$ cat src/rtl/globals.sv
// Shared control-field encodings for the microprogrammed control unit and the execution datapath.
package globals;

    localparam int DP_DW = 12;
    typedef logic [DP_DW-1:0] dp_word_t;

    localparam logic [3:0] SBUS_IN       = 4'd0;
    localparam logic [3:0] SBUS_ADDCONST = 4'd1;
    localparam logic [3:0] SBUS_R0       = 4'd2;
    localparam logic [3:0] SBUS_R1       = 4'd3;
    localparam logic [3:0] SBUS_R2       = 4'd4;
    localparam logic [3:0] SBUS_R3       = 4'd5;
    localparam logic [3:0] SBUS_ACC      = 4'd6;

    localparam logic [3:0] ALU_PASS      = 4'd0;
    localparam logic [3:0] ALU_AND       = 4'd1;
    localparam logic [3:0] ALU_ADD       = 4'd2;
    localparam logic [3:0] ALU_SUBS      = 4'd3;

    localparam logic [2:0] SHFT_NIL      = 3'd0;
    localparam logic [2:0] SHFT_SHR      = 3'd1;
    localparam logic [2:0] SHFT_SHL      = 3'd2;

    localparam logic [3:0] DST_NIL       = 4'd0;
    localparam logic [3:0] DST_R0        = 4'd1;
    localparam logic [3:0] DST_R1        = 4'd2;
    localparam logic [3:0] DST_R2        = 4'd3;
    localparam logic [3:0] DST_R3        = 4'd4;
    localparam logic [3:0] DST_ACC       = 4'd5;

    localparam logic       O_NIL         = 1'b0;
    localparam logic       O_WR          = 1'b1;

endpackage

$ cat src/rtl/dp_out_fifo.sv
// Show-ahead output FIFO for alu_datapath; only compiled when ALU_DP_OFIFO_EN is defined.
`ifdef ALU_DP_OFIFO_EN
module dp_out_fifo #(
    parameter int DW    = 12,
    parameter int DEPTH = 4
) (
    input  logic          clk,
    input  logic          rst,
    input  logic          push_i,
    input  logic          pop_i,
    input  logic [DW-1:0] din_i,
    output logic          full_o,
    output logic          empty_o,
    output logic [DW-1:0] dout_o
);

    localparam int AW = $clog2(DEPTH);

    logic [DW-1:0] mem_q [DEPTH];
    logic [AW:0]   wptr_q, wptr_d;
    logic [AW:0]   rptr_q, rptr_d;
    logic          wr_en;
    logic          rd_en;

    // Extra pointer MSB distinguishes full from empty when the index bits match.
    assign full_o  = (wptr_q[AW] != rptr_q[AW]) && (wptr_q[AW-1:0] == rptr_q[AW-1:0]);
    assign empty_o = (wptr_q == rptr_q);
    assign wr_en   = push_i && (!full_o || pop_i);
    assign rd_en   = pop_i && !empty_o;
    assign wptr_d  = wr_en ? wptr_q + 1'b1 : wptr_q;
    assign rptr_d  = rd_en ? rptr_q + 1'b1 : rptr_q;
    assign dout_o  = empty_o ? '0 : mem_q[rptr_q[AW-1:0]];

    always_ff @(posedge clk) begin
        if (wr_en) begin
            mem_q[wptr_q[AW-1:0]] <= din_i;
        end
    end

    always_ff @(posedge clk or posedge rst) begin
        if (rst) begin
            wptr_q <= '0;
            rptr_q <= '0;
        end else begin
            wptr_q <= wptr_d;
            rptr_q <= rptr_d;
        end
    end

endmodule
`endif

$ cat src/rtl/alu_datapath.sv
// Execution datapath: R0-R3, ACC, S-bus mux, ALU, shifter, carry/zero flags and a buffered output port.
// Define ALU_DP_OFIFO_EN to buffer the output through dp_out_fifo instead of a single register.
module alu_datapath
    import globals::*;
#(
    parameter int DW          = 12,
    parameter int OFIFO_DEPTH = 4
) (
    input  logic          clk,
    input  logic          rst,
    input  logic          ctl_ot,
    input  logic [3:0]    ctl_sbs,
    input  logic [3:0]    ctl_alu,
    input  logic [2:0]    ctl_shft,
    input  logic [3:0]    ctl_dest,
    input  logic [11:0]   ctl_const,
    input  logic [DW-1:0] data_in,
    output logic          in_ack,
    output logic          carry,
    output logic          zero,
    output logic [DW-1:0] data_out,
    output logic          out_valid,
    input  logic          out_ready,
    output logic          ovf
);

    logic [DW-1:0] r_q [4];
    logic [DW-1:0] r_d [4];
    logic [DW-1:0] acc_q, acc_d;
    logic [DW-1:0] const_ext, sbus, sh_res;
    logic [DW:0]   alu_res;
    logic          sh_carry;
    logic          carry_q, zero_q, ovf_q;
    logic          push, pop, drop;

    generate
        if (DW > 12) begin : g_const_wide
            assign const_ext = {{(DW-12){1'b0}}, ctl_const};
        end else begin : g_const_narrow
            assign const_ext = ctl_const[DW-1:0];
        end
    endgenerate

    always_comb begin
        sbus = '0;
        case (ctl_sbs)
            SBUS_IN:       sbus = data_in;
            SBUS_ADDCONST: sbus = const_ext;
            SBUS_R0:       sbus = r_q[0];
            SBUS_R1:       sbus = r_q[1];
            SBUS_R2:       sbus = r_q[2];
            SBUS_R3:       sbus = r_q[3];
            SBUS_ACC:      sbus = acc_q;
            default:       sbus = '0;
        endcase
    end

    // Bit DW of the widened subtract is the borrow, i.e. set iff ACC < S unsigned.
    always_comb begin
        alu_res = {1'b0, sbus};
        case (ctl_alu)
            ALU_PASS: alu_res = {1'b0, sbus};
            ALU_AND:  alu_res = {1'b0, acc_q & sbus};
            ALU_ADD:  alu_res = {1'b0, acc_q} + {1'b0, sbus};
            ALU_SUBS: alu_res = {1'b0, acc_q} - {1'b0, sbus};
            default:  alu_res = {1'b0, sbus};
        endcase
    end

    always_comb begin
        sh_res   = alu_res[DW-1:0];
        sh_carry = alu_res[DW];
        case (ctl_shft)
            SHFT_NIL: ;
            SHFT_SHR: begin
                sh_res   = {1'b0, alu_res[DW-1:1]};
                sh_carry = alu_res[0];
            end
            SHFT_SHL: begin
                sh_res   = {alu_res[DW-2:0], 1'b0};
                sh_carry = alu_res[DW-1];
            end
            default: ;
        endcase
    end

    always_comb begin
        r_d   = r_q;
        acc_d = acc_q;
        case (ctl_dest)
            DST_NIL: ;
            DST_R0:  r_d[0] = sh_res;
            DST_R1:  r_d[1] = sh_res;
            DST_R2:  r_d[2] = sh_res;
            DST_R3:  r_d[3] = sh_res;
            DST_ACC: acc_d  = sh_res;
            default: ;
        endcase
    end

    always_ff @(posedge clk or posedge rst) begin
        if (rst) begin
            for (int i = 0; i < 4; i++) begin
                r_q[i] <= '0;
            end
            acc_q   <= '0;
            carry_q <= 1'b0;
            zero_q  <= 1'b0;
            ovf_q   <= 1'b0;
        end else begin
            r_q     <= r_d;
            acc_q   <= acc_d;
            carry_q <= sh_carry;
            zero_q  <= (sh_res == '0);
            if (drop) begin
                ovf_q <= 1'b1;
            end
        end
    end

    assign in_ack = !rst && (ctl_sbs == SBUS_IN);
    assign carry  = carry_q;
    assign zero   = zero_q;
    assign ovf    = ovf_q;
    assign push   = (ctl_ot == O_WR);
    assign pop    = out_valid && out_ready;

`ifdef ALU_DP_OFIFO_EN
    logic fifo_full, fifo_empty;

    dp_out_fifo #(
        .DW    (DW),
        .DEPTH (OFIFO_DEPTH)
    ) u_ofifo (
        .clk     (clk),
        .rst     (rst),
        .push_i  (push),
        .pop_i   (pop),
        .din_i   (sh_res),
        .full_o  (fifo_full),
        .empty_o (fifo_empty),
        .dout_o  (data_out)
    );

    assign out_valid = !fifo_empty;
    assign drop      = push && fifo_full && !pop;
`else
    logic [DW-1:0] dout_q, dout_d;
    logic          ovalid_q, ovalid_d;
    logic          unused_depth;

    assign unused_depth = ^OFIFO_DEPTH;

    // A push onto an unread word overwrites it; the lost word is flagged via ovf.
    always_comb begin
        dout_d   = dout_q;
        ovalid_d = ovalid_q;
        if (pop) begin
            ovalid_d = 1'b0;
        end
        if (push) begin
            dout_d   = sh_res;
            ovalid_d = 1'b1;
        end
    end

    always_ff @(posedge clk or posedge rst) begin
        if (rst) begin
            dout_q   <= '0;
            ovalid_q <= 1'b0;
        end else begin
            dout_q   <= dout_d;
            ovalid_q <= ovalid_d;
        end
    end

    assign data_out  = dout_q;
    assign out_valid = ovalid_q;
    assign drop      = push && ovalid_q && !out_ready;
`endif

endmodule

$ cat config.mk
export PLATFORM = sky130hd
export DESIGN_NAME = alu_datapath
export DESIGN_NICKNAME = d
export VERILOG_FILES = /design/src/rtl/globals.sv /design/src/rtl/dp_out_fifo.sv /design/src/rtl/alu_datapath.sv
export SDC_FILE = /design/constraint.sdc
export NUM_CORES = 1
export LEC_CHECK = 0
export CORE_ASPECT_RATIO = 0.75
export CORE_UTILIZATION = 38
export DETAILED_ROUTE_END_ITERATION = 16
export HOLD_SLACK_MARGIN = 0.1
export PLACE_DENSITY = 0.7
export RECOVER_POWER = 50
export SYNTH_ARGS = -nofsm -noshare
export SYNTH_HDL_FRONTEND = slang
export SYNTH_HIERARCHICAL = 1
export SYNTH_SLANG_ARGS = --single-unit
$ cat constraint.sdc
create_clock -name clk -period 4.2 [get_ports clk]
set_clock_uncertainty 0.15 [all_clocks]
set_input_delay 0.84 -clock clk [delete_from_list [all_inputs] [get_ports clk]]
set_output_delay 0.84 -clock clk [all_outputs]
set_load 0.03 [all_outputs]
==> out/metrics.csv <==
stage,metric,value,unit
outcome,status,"finished, violations left",
outcome,failed_checks,"max-capacitance violations, max-slew violations, negative setup slack",
setup_path,crit_fanout,7,
setup_path,crit_chain,buf_12 -> buf_8 -> nor3b_4 -> and3_4 -> or4_4 -> nor4_4 -> buf_4 -> nand3_4 -> nand2_4 -> xnor2_2 -> ha_1 -> a21o_1 -> a21oi_2 -> nand2b_4 -> o311ai_4 -> xor2_2 -> a2111oi_4 -> and4_1 -> and4_1,
placed_design,dp.cells,917,
yosys,synthCells,588,
layout,finish.utilization,0.635,
grt,grt_usage,0.301,
run,cap_violations,1,
setup_path,critPathMaxStageDelay,0.56,ns
grt,use_met3,0.0939,
die,core_area,0.0131,sq mm
yosys,synth_nets,646,
grt,grt_pass1_wl,30800,um
setup_path,crit_family,simple AND/OR/NAND/NOR gates,
layout,antenna_cells,0,
yosys,synth_edf_count,0,
yosys,synth_flop_cell,dfrtp_1,
placed_design,numPortBuffers,59,
layout,fin_cells,969,
yosys,netlist_top_cells_count,"nor2_1, a21oi_1, dfrtp_1",
route,viasPerCell,5.90,
grt,busiest_layer,met2,
timing,max_freq,220,MHz
die,pin_count,60,
yosys,yosysWarnings,6,
grt,grt_pass1_vias,5362,
cts,cts_hold_buf,0,
timing,fin_ws,-0.349,ns
die,dieArea,0.0141,sq mm
layout,flow.area_growth_from_synthesis,61.4,%
yosys,ys_seq_area_frac,0.368,
yosys,synth_top_area_frac,0.368,
grt,grt_max_degree,28,
setup_path,crit_buf_inv,3,
die,initial_utilization,0.394,
cts,clkLatencyLatePin,0.34,ns
power,max-vdd-ir-drop,0.246,mV
cts,cts_num_sinks,76,
timing,maxSlewViolCount,28,
setup_path,cp-end-kind,flip-flop,
cts,cts_buffers,9,
cts,path_clk_slew,0.06,ns
yosys,yosysMostFrequentCell,nor2_1,
cts,clockRootBuffer,clkbuf_16,
timing,tightest_slew,1.53,ns
timing,final.period_utilization,1.08,
grt,grt_util_met2,0.440,
cts,clockBufferDepth,2,
route,antenna_left,0,
route,vias,5714,
route,drcViolationCount,0,
placed_design,gp_congestion,0.945,
die,rows,36,
power,total_leakage_power,3.50,nW
layout,drive_above_1_share,0.449,
setup_path,cp_common_cell,and4_1,
placed_design,dp_hpwl,14600,um
route,dr.pass1.iters,5,
grt,grt_overflow,0,
route,wl_per_cell,21.5,um
hold_path,hold_class,reg -> reg,
layout,layout.nets,852,
layout,fin_area,0.00833,sq mm
timing,fin_crit,4.55,ns
yosys,yosysUniqueCellTypes,78,
die,die_h,103,um
route,totalWireLength,20800,um
die,die_x,137,um
timing,finalHoldViolations,0,
power,power.density,502,mW/mm^2
route,drtIter0Drc,567,
timing,setup_violations,56,
setup_path,cp.required,4.33,ns
timing,relSlewSlack,-0.0228,
placed_design,place_area,0.00695,sq mm
yosys,synth_area,0.00516,sq mm
power,p_total,0.00418,W
grt,grt_antenna_before_repair,0,
yosys,avgSynthCellArea,8.78,sq um
yosys,synthArstFlopShare,1.00,
yosys,synth_top_area_cell,dfrtp_1,
setup_path,cp.arrival,4.68,ns
cts,cts_tree,yes,
setup_path,cp_slowest_cell,or4_4,
setup_path,critical_path_class,in -> reg,
yosys,synth_area_leaders,"dfrtp_1, a21oi_1, nor2_1, ha_1, mux2i_1",
yosys,synth_seq_cells,76,
grt,met1_usage,0.427,
cts,h-tree-depth,3,
setup_path,worstSetupStartpointType,input pin,
timing,grt_setup_unrepaired,yes,
timing,fin_setup_tns,-11.09,ns
==> final cells by class <==
type / instances / area (sq um)
tap: 171 / 214
sequential: 76 / 1900
clock inverter: 6 / 88.8
multi-input combinational: 459 / 3750
clock buffer: 9 / 225
timing repair buffer: 234 / 2090
inverter: 14 / 55.1
fill: 1017 / 4780
==> path summary, 6_finish.rpt <==
kind	startpoint	to	slack (ns)	depth (start not counted)
worst min-delay path	ovf	ovf	0.33	1
min in group asynchronous	rst	carry	1.07	2
worst max-delay path	ctl_sbs[1]	zero	-0.35	19
worst min register to register	ovf	ovf	0.33	1
worst max register to register	acc_q[2]	zero	-0.02	17
max in group asynchronous	rst	r_q[7]	0.87	3
==> layer usage <==
metal,vias to the layer above,wire length [um]
met5,-,0
met4,0,383
met3,40,1860
met2,280,8970
met1,2824,9590
li1,2570,-
==> sequential cells by signal, summed over array words and instances, names as in the netlist <==
register / cells
r_q: 48
out_valid: 1
carry: 1
zero: 1
acc_q: 12
data_out: 12
ovf: 1
==> logic make-up (layout without fill, tap and decap cells) <==
group | after synthesis | count (layout) | synth area share
buffers and inverters | 53 | 263 | 0.0543
XOR/XNOR | 16 | 16 | 0.0272
flip-flops | 76 | 76 | 0.368
AO/OA/AOI/OAI | 195 | 195 | 0.253
multiplexers | 23 | 23 | 0.0516
AND/OR/NAND/NOR | 210 | 210 | 0.208
adder cells (fa/ha/maj) | 15 | 15 | 0.0378
==> cell usage in the layout (no fill, tap or decap), types with 5 or more instances in the layout <==
| cell type | n |
|---|---|
| nor2b_1 | 10 |
| ha_1 | 6 |
| dfrtp_1 | 76 |
| nand3b_1 | 5 |
| o21ai_2 | 7 |
| a22oi_2 | 5 |
| a21oi_2 | 61 |
| nand3_1 | 11 |
| o21ai_0 | 15 |
| buf_4 | 146 |
| xor2_1 | 6 |
| clkdlybuf4s50_1 | 49 |
| a21oi_1 | 26 |
| mux2i_1 | 9 |
| xnor2_1 | 5 |
| clkbuf_16 | 10 |
| o21a_1 | 8 |
| nand2b_1 | 6 |
| o211ai_1 | 5 |
| nand2_1 | 20 |
| buf_6 | 21 |
| nor3_2 | 6 |
| nor3_1 | 5 |
| inv_1 | 12 |
| nor2_1 | 97 |
==> report_power, final <==
group	leakage [nW]	internal [W]	switching (W)
combinational	2.47	0.00113	0.00116
sequential	0.885	0.000909	0.000144
clock	0.148	0.000518	0.000310
==> per-stage QoR <==
| stage | setup slack (ns) | hold slack, ns |
|---|---|---|
| 4_1_cts | -0.340 | 0.330 |
| 3_5_place_dp | -1.29 | 0.311 |
| 5_1_grt | -0.511 | 0.357 |
| 6_report | -0.349 | 0.332 |
| 3_3_place_gp | -1.23 | 0.305 |
| 2_1_floorplan | -0.482 | 0.337 |
==> what timing repair did <==
action                                  in CTS  in global routing
gates cloned                                 2                  1
setup buffers                               26                 11
endpoints found under the setup margin      74                 68
resized for setup                          116                 78
pin swaps                                   63                 51
==> worst reg2reg max path, delay by kind of cell, from the launching register on <==
family / cells / cell delay [ns]
simple gates: 8 / 1.74
compound gates: 4 / 0.85
flops: 1 / 0.43
fa+ha+maj: 1 / 0.32
xor+xnor: 2 / 0.29
mux: 1 / 0.20
buf+inv: 1 / 0.19
Power figures use the tool's default switching activity.
